<file path="config.mk">
export PLATFORM = sky130hd
export DESIGN_NAME = instruction_loader
export DESIGN_NICKNAME = d
export VERILOG_FILES = /design/src/rtl/instruction_loader.sv
export SDC_FILE = /design/constraint.sdc
export NUM_CORES = 1
export LEC_CHECK = 0
export BUFFER_PORTS_ARGS = -buffer_cell sky130_fd_sc_hd__buf_4
export CAP_MARGIN = 20
export CORE_MARGIN = 5
export CORE_UTILIZATION = 59
export DETAILED_ROUTE_END_ITERATION = 16
export PLACE_DENSITY = 0.87
export SLEW_MARGIN = 20
export SYNTH_ARGS = -nofsm -noshare
export SYNTH_HDL_FRONTEND = slang
export SYNTH_SLANG_ARGS = --single-unit
</file>
<file path="constraint.sdc">
create_clock -name clk -period 3.1 [get_ports clk]
set_input_delay 0.775 -clock clk [delete_from_list [all_inputs] [get_ports clk]]
set_output_delay 0.775 -clock clk [all_outputs]
set_load 0.05 [all_outputs]
</file>
<file path="src/rtl/instruction_loader.sv">
// -----------------------------------------------------------------------------
// instruction_loader
//
// Byte-serial writer that fills the writable instruction memory before the
// processor is released. A framed byte stream is received over a valid/ready
// handshake. Bytes are assembled into DATA_WIDTH-bit instruction words, and
// each word is written with a one-cycle strobe at sequential addresses
// starting at BASE_ADDR. The CPU (program counter) is held in reset until a
// complete, well-formed program has been written.
//
// Frame format: count byte N, then N pairs of (HI, LO), all MSB-first.
//   HI[DATA_WIDTH-9:0] = instr[DATA_WIDTH-1:8]  (unused HI bits must be 0)
//   LO                 = instr[7:0]
//
// Optional build macro: CHECKSUM_EN
//   When defined, one trailing byte is accepted after the last word. It must
//   equal the XOR of the count byte and every HI/LO byte.
//
// Ports:
//   clk       in   system clock, rising edge
//   reset     in   synchronous, active-high reset
//   start     in   begin a load; sampled only in IDLE, DONE, ERR
//   in_valid  in   in_data holds a byte
//   in_data   in   stream byte [7:0]
//   in_ready  out  loader accepts a byte this cycle
//   wr_en     out  instruction memory write strobe, one cycle per word
//   wr_addr   out  write address [ADDR_WIDTH-1:0]
//   wr_data   out  assembled instruction word [DATA_WIDTH-1:0]
//   cpu_hold  out  program counter reset; 1 = CPU held
//   done      out  level; program loaded successfully
//   error     out  level; framing/range error
// -----------------------------------------------------------------------------
module instruction_loader #(
  parameter int unsigned ADDR_WIDTH = 8,
  parameter int unsigned DATA_WIDTH = 10,
  parameter int unsigned BASE_ADDR  = 0
) (
  input  logic                  clk,
  input  logic                  reset,
  input  logic                  start,
  input  logic                  in_valid,
  input  logic [7:0]            in_data,
  output logic                  in_ready,
  output logic                  wr_en,
  output logic [ADDR_WIDTH-1:0] wr_addr,
  output logic [DATA_WIDTH-1:0] wr_data,
  output logic                  cpu_hold,
  output logic                  done,
  output logic                  error
);

  localparam int unsigned HI_W = DATA_WIDTH - 8;

  // One past the highest legal address, widened so the range check
  // cannot overflow.
  localparam logic [32:0] DEPTH = 33'(1) << ADDR_WIDTH;

  typedef enum logic [2:0] {
    S_IDLE,
    S_COUNT,
    S_HI,
    S_LO,
    S_WRITE,
    S_DONE,
    S_ERR
`ifdef CHECKSUM_EN
    , S_CSUM
`endif
  } state_t;

  state_t                state_q, state_d;
  logic [ADDR_WIDTH-1:0] addr_q, addr_d;
  logic [7:0]            remain_q, remain_d;
  logic [HI_W-1:0]       hi_q, hi_d;
  logic [7:0]            lo_q, lo_d;
`ifdef CHECKSUM_EN
  logic [7:0]            csum_q, csum_d;
`endif

  logic        accept;
  logic        count_bad;
  logic        hi_bad;
  logic [32:0] load_end;

  assign accept   = in_valid & in_ready;

  // Exclusive end of the requested load region.
  assign load_end  = 33'(BASE_ADDR) + 33'(in_data);
  assign count_bad = (in_data == 8'd0) || (load_end > DEPTH);

  // Any HI bit above the instruction's upper slice is a framing error.
  assign hi_bad    = (in_data >> HI_W) != 8'd0;

  // ---------------------------------------------------------------------------
  // State and datapath registers
  // ---------------------------------------------------------------------------
  always_ff @(posedge clk) begin
    if (reset) begin
      state_q  <= S_IDLE;
      addr_q   <= ADDR_WIDTH'(BASE_ADDR);
      remain_q <= '0;
      hi_q     <= '0;
      lo_q     <= '0;
`ifdef CHECKSUM_EN
      csum_q   <= '0;
`endif
    end else begin
      state_q  <= state_d;
      addr_q   <= addr_d;
      remain_q <= remain_d;
      hi_q     <= hi_d;
      lo_q     <= lo_d;
`ifdef CHECKSUM_EN
      csum_q   <= csum_d;
`endif
    end
  end

  // ---------------------------------------------------------------------------
  // Next-state logic
  // ---------------------------------------------------------------------------
  always_comb begin
    state_d  = state_q;
    addr_d   = addr_q;
    remain_d = remain_q;
    hi_d     = hi_q;
    lo_d     = lo_q;
`ifdef CHECKSUM_EN
    csum_d   = csum_q;
`endif

    unique case (state_q)
      S_IDLE, S_DONE, S_ERR: begin
        if (start) begin
          state_d = S_COUNT;
`ifdef CHECKSUM_EN
          csum_d  = '0;
`endif
        end
      end

      S_COUNT: begin
        if (accept) begin
`ifdef CHECKSUM_EN
          csum_d = csum_q ^ in_data;
`endif
          if (count_bad) begin
            state_d = S_ERR;
          end else begin
            remain_d = in_data;
            addr_d   = ADDR_WIDTH'(BASE_ADDR);
            state_d  = S_HI;
          end
        end
      end

      S_HI: begin
        if (accept) begin
`ifdef CHECKSUM_EN
          csum_d = csum_q ^ in_data;
`endif
          if (hi_bad) begin
            state_d = S_ERR;
          end else begin
            hi_d    = in_data[HI_W-1:0];
            state_d = S_LO;
          end
        end
      end

      S_LO: begin
        if (accept) begin
`ifdef CHECKSUM_EN
          csum_d = csum_q ^ in_data;
`endif
          lo_d    = in_data;
          state_d = S_WRITE;
        end
      end

      S_WRITE: begin
        remain_d = remain_q - 8'd1;
        if (remain_q == 8'd1) begin
          // The address is held on the final word so it never steps past
          // the top of memory when the load ends at the last location.
`ifdef CHECKSUM_EN
          state_d = S_CSUM;
`else
          state_d = S_DONE;
`endif
        end else begin
          addr_d  = addr_q + ADDR_WIDTH'(1);
          state_d = S_HI;
        end
      end

`ifdef CHECKSUM_EN
      S_CSUM: begin
        if (accept) begin
          state_d = (in_data == csum_q) ? S_DONE : S_ERR;
        end
      end
`endif

      default: state_d = S_IDLE;
    endcase
  end

  // ---------------------------------------------------------------------------
  // Outputs (decoded from registered state)
  // ---------------------------------------------------------------------------
  always_comb begin
    in_ready = 1'b0;
    unique case (state_q)
      S_COUNT, S_HI, S_LO: in_ready = 1'b1;
`ifdef CHECKSUM_EN
      S_CSUM:              in_ready = 1'b1;
`endif
      default:             in_ready = 1'b0;
    endcase
  end

  assign wr_en    = (state_q == S_WRITE);
  assign wr_addr  = addr_q;
  assign wr_data  = {hi_q, lo_q};
  assign done     = (state_q == S_DONE);
  assign error    = (state_q == S_ERR);
  assign cpu_hold = (state_q != S_DONE);

endmodule
</file>
After elaboration in Yosys (flattened, before gate mapping)
Index checks and enable logic that the tools add are counted.

cells by class
  equal/unequal tests = 14
  shifts and indexed selects = 0
  bitwise operators = 2
  mux-type cells = 16
  reduce and logical (&&, ||, !) cells = 12
  div/mod/pow operators = 0
  $mul = 0
  $lt $le $gt $ge = 1
  add/sub/neg operators = 2

operator list
  cell                 number
  $mux 8               5
  $pmux 8 s2           2
  $mux 3               7
  $pmux 3 s5           1
  $ne 2x2->1 const B   6
  $eq 3x3->1 const B   3
  $gt 8x9->1 const B   1
  $add 8x1->8 const B  1
  $eq 8x1->1 const B   1
  $logic_not 8->1      1
  $reduce_and 4->1     2
  $reduce_bool 8->1    1
  $sub 8x1->8 const B  1
  $eq 3x2->1 const B   2
  $reduce_and 3->1     2
  $reduce_or 3->1      2
  $eq 3x1->1 const B   1
  $logic_not 3->1      1
  $ne 3x3->1 const B   1
  $reduce_and 2->1     1
  $reduce_bool 2->1    1
  $and 1x1->1          1
  $logic_or 1x1->1     1
  $mux 1               1
  $not 1->1            1

storage, ports and cells
  memory bits (writable) = 0
  register bits = 29
  input bits = 12
  ROM bits = 0
  memories = 0
  latch bits = 0
  output and inout bits = 23

Logic depth before layout (Yosys ltp)
  depth after elaboration = 6
  mapped depth = 7
  gate-level depth less buffers = 6

Worst setup path before layout
OpenSTA, ideal clock, no wires.

  kind = reg-to-output
  start point = register state_q[0]
  end point = output cpu_hold
  required time = 2325 ps
  arrival = 1890 ps
  setup slack = 435 ps
  cell stages (with the launch flop) = 5
  cells stage by stage = dfxtp_1 clkbuf_1 nand2_1 nor2_1 inv_1

on the way
  word-level cells in the longest chain between the ends = 1

ends and longest elaborated chain
  item                    RTL line  RTL
  start, declared         71        state_t state_q, state_d;
  start signal, assigned  108       state_q <= state_d;
  $ne 3x3->1              228       assign cpu_hold = (state_q != S_DONE);
  end, declared           47        output logic cpu_hold,

No other way between the ends.

Worst setup path after layout
  start point = register state_q[2]
  end point = output wr_en

on the way
  word-level cells in the longest chain between the ends = 1

ends and longest elaborated chain
  item           RTL line  RTL
  $eq 3x3->1     223       assign wr_en = (state_q == S_WRITE);
  end, declared  44        output logic wr_en,

No other way between the ends.

==> results.json <==
{
  "status": "finished, final reports clean",
  "fin_crit_ns": 2.64,
  "die-width_um": 64.5,
  "synth_flop_cell": "dfxtp_1",
  "vias_per_cell": 6.64,
  "dp_slack_ns": 0.570,
  "synth_compound_area_frac": 0.276,
  "synthCells": 222,
  "finalHoldViolations": 0,
  "critPathMaxFanout": 17,
  "hold_class": "reg -> reg",
  "end_kind": "output pin",
  "fin_ws_ns": 0.463,
  "detail_route.wl_per_cell_um": 16.4,
  "drc_errors": 0,
  "wl_mm": 4.65,
  "async_reset_ff_frac": 0,
  "rr_worst_depth": 5,
  "multi_input_area_um2": 1070,
  "rsz0062_at_grt": "no",
  "cts_buffers": 5,
  "hpwlAfterDp_mm": 3.27,
  "synth-adder-area-share": 0.0214,
  "start_kind": "flip-flop",
  "synth_edf_count": 0,
  "path_cells": "or3b_1 > inv_2 > buf_4",
  "maxSlewViolCount": 0,
  "clk_path_buf_depth": 2,
  "synthXorXnorAreaFrac": 0.00499,
  "fillCellCount": 224,
  "finalSetupViolations": 0,
  "final_common_cell": "buf_4",
  "io_buffers": 34,
  "antenna_found_initial": 0,
  "post_cts_buffers": 0,
  "yosysUniqueCellTypes": 51,
  "max_stage_delay_ns": 0.62,
  "rows": 19,
  "cts_tree": "built",
  "grt_pass1_vias": 1638,
  "ant_nets": 0,
  "synth_nets": 237,
  "synth_top_family_by_area": "simple AND/OR/NAND/NOR gates",
  "max_freq_ghz": 0.379,
  "skew_ns": 0.00707,
  "ioPinCount": 35,
  "grt_max_degree": 27,
  "grt_use_total": 0.232,
  "crit_arrival_ns": 1.86,
  "ctsResizeCount": 0,
  "syn_area_um2": 1750,
  "peakVddDrop_mv": 0.380,
  "fp.coreArea_um2": 2810,
  "worstSetupPathType": "reg -> out",
  "grt_overflow": 0,
  "grt_pass1_wl_mm": 7.60,
  "cp.required_ns": 2.32,
  "relSlewSlack": 0.550,
  "drtIter0Drc": 220,
  "final_layout_size_suffix_gt1_frac": 0.206,
  "regArea_um2": 581,
  "synthMuxAreaShare": 0.0228,
  "area_delta_synth_final_pct": 18.1,
  "ys_seq_area_frac": 0.331,
  "p_leak_uw": 0.000756,
  "dieHeight_um": 64.5,
  "tightest_slew_ns": 0.668,
  "avgSynthCellArea_um2": 7.90,
  "cap_violations": 0,
  "diodes": 0,
  "ys_ff_latch": 29,
  "fin_setup_tns_ns": 0,
  "final_nets": 266,
  "clk_latency_ns": 0.35,
  "start_util": 0.625,
  "gp_congestion": 0.878,
  "fin_crit_sh": 0.851,
  "first_pass_iters": 5,
  "die_area_um2": 4160,
  "yosys_warnings": 0,
  "root_buffer": "clkbuf_4",
  "yosys.area_share.simple": 0.287,
  "whs_path_depth": 2,
  "cts.clk_slew.worst_paths_ns": 0.10,
  "ctsHoldBuffers": 0,
  "crit_path_top_delay_cell": "dfxtp_1",
  "power_density_nw_per_um2": 483,
  "cts_sinks": 29,
  "vias": 1879,
  "cts_htree_levels": 2,
  "mostFrequentLayoutCells": "buf_4 (37), dfxtp_1 (29), a21oi_1 (27)"
}
==> metal layers <==
metal | vias up | routed length [um] | global-route usage
met4 | 0 | 114 | 0.0950
met5 | - | 0 | 0
met1 | 874 | 2120 | 0.295
li1 | 910 | - | -
met2 | 78 | 2120 | 0.361
met3 | 17 | 299 | 0.0794
==> area by class of cell <==
class / count / area share
Clock inverter: 1 / 0.00242
Clock buffer: 7 / 0.0314
Timing Repair Buffer: 37 / 0.134
Tap cell: 31 / 0.0187
Multi-Input combinational cell: 170 / 0.519
Inverter: 8 / 0.0145
Sequential cell: 29 / 0.280
==> where the power goes <==
group | internal, uW | switching [uW] | total (uW) | leakage [uW]
registers | 394 | 43.8 | 438 | 0.000235
logic | 104 | 184 | 288 | 0.000481
clock network | 131 | 143 | 274 | 0.0000413
total | 629 | 371 | 1000 | 0.000756
==> critical path: cells and delay by family (launching register included) <==
family | cells | cell delay (ns)
buf+inv | 2 | 0.46
simple gates | 1 | 0.44
flops | 1 | 0.62
==> cell usage after synthesis (all sizes together) (2+ instances only) <==
master | n | area (um^2)
nand2b | 2 | 12.5
a21oi | 27 | 135
a31oi | 6 | 37.5
buf | 9 | 46.3
a2111oi | 2 | 23.8
nand4b | 2 | 17.5
mux2i | 4 | 40.0
nor2 | 16 | 60.1
or3b | 2 | 17.5
inv | 8 | 30.0
o311ai | 5 | 43.8
nor3 | 6 | 41.3
clkbuf | 6 | 22.5
nor3b | 6 | 45.0
or4 | 3 | 26.3
and4 | 4 | 35.0
nand3 | 2 | 10.0
o41ai | 3 | 26.3
nand3b | 2 | 15.0
o31ai | 10 | 75.1
and3 | 2 | 12.5
nand2 | 24 | 90.1
or3 | 2 | 12.5
nand4 | 5 | 31.3
o31a | 2 | 17.5
nor4 | 8 | 56.3
o211ai | 4 | 30.0
dfxtp | 29 | 581
ha | 3 | 37.5
o21ai | 6 | 30.0
==> state kept, by name, summed over array words and instances (netlist names) <==
signal    count
hi_q          2
state_q       3
lo_q          8
wr_addr       8
remain_q      8
==> stage by stage <==
stage          hold WS, ns  instances  power [uW]  utilization  instance area [um^2]
2_1_floorplan        0.464        222         655            -                  1750
3_3_place_gp         0.446        275         721        0.714                  2000
3_5_place_dp         0.452        275         726        0.714                  2000
4_1_cts              0.464        283         997        0.739                  2070
5_1_grt              0.494        283        1050        0.739                  2070
6_report             0.460        283        1000        0.739                  2070
==> kinds of logic after synthesis <==
logic type      count (synthesis)
simple gates                   89
buf+inv                        23
flops                          29
compound gates                 73
mux                             4
xor+xnor                        1
fa+ha+maj                       3
==> final timing paths <==
| path | start | end | slack [ns] |
|---|---|---|---|
| max | state_q[2]$_SDFFE_PP0P_ | wr_en | 0.46 |
| min | lo_q[2]$_SDFFE_PP0P_ | lo_q[2]$_SDFFE_PP0P_ | 0.46 |
| max reg2reg | state_q[2]$_SDFFE_PP0P_ | state_q[2]$_SDFFE_PP0P_ | 0.97 |
| min reg2reg | lo_q[2]$_SDFFE_PP0P_ | lo_q[2]$_SDFFE_PP0P_ | 0.46 |
Power figures use the tool's default switching activity.
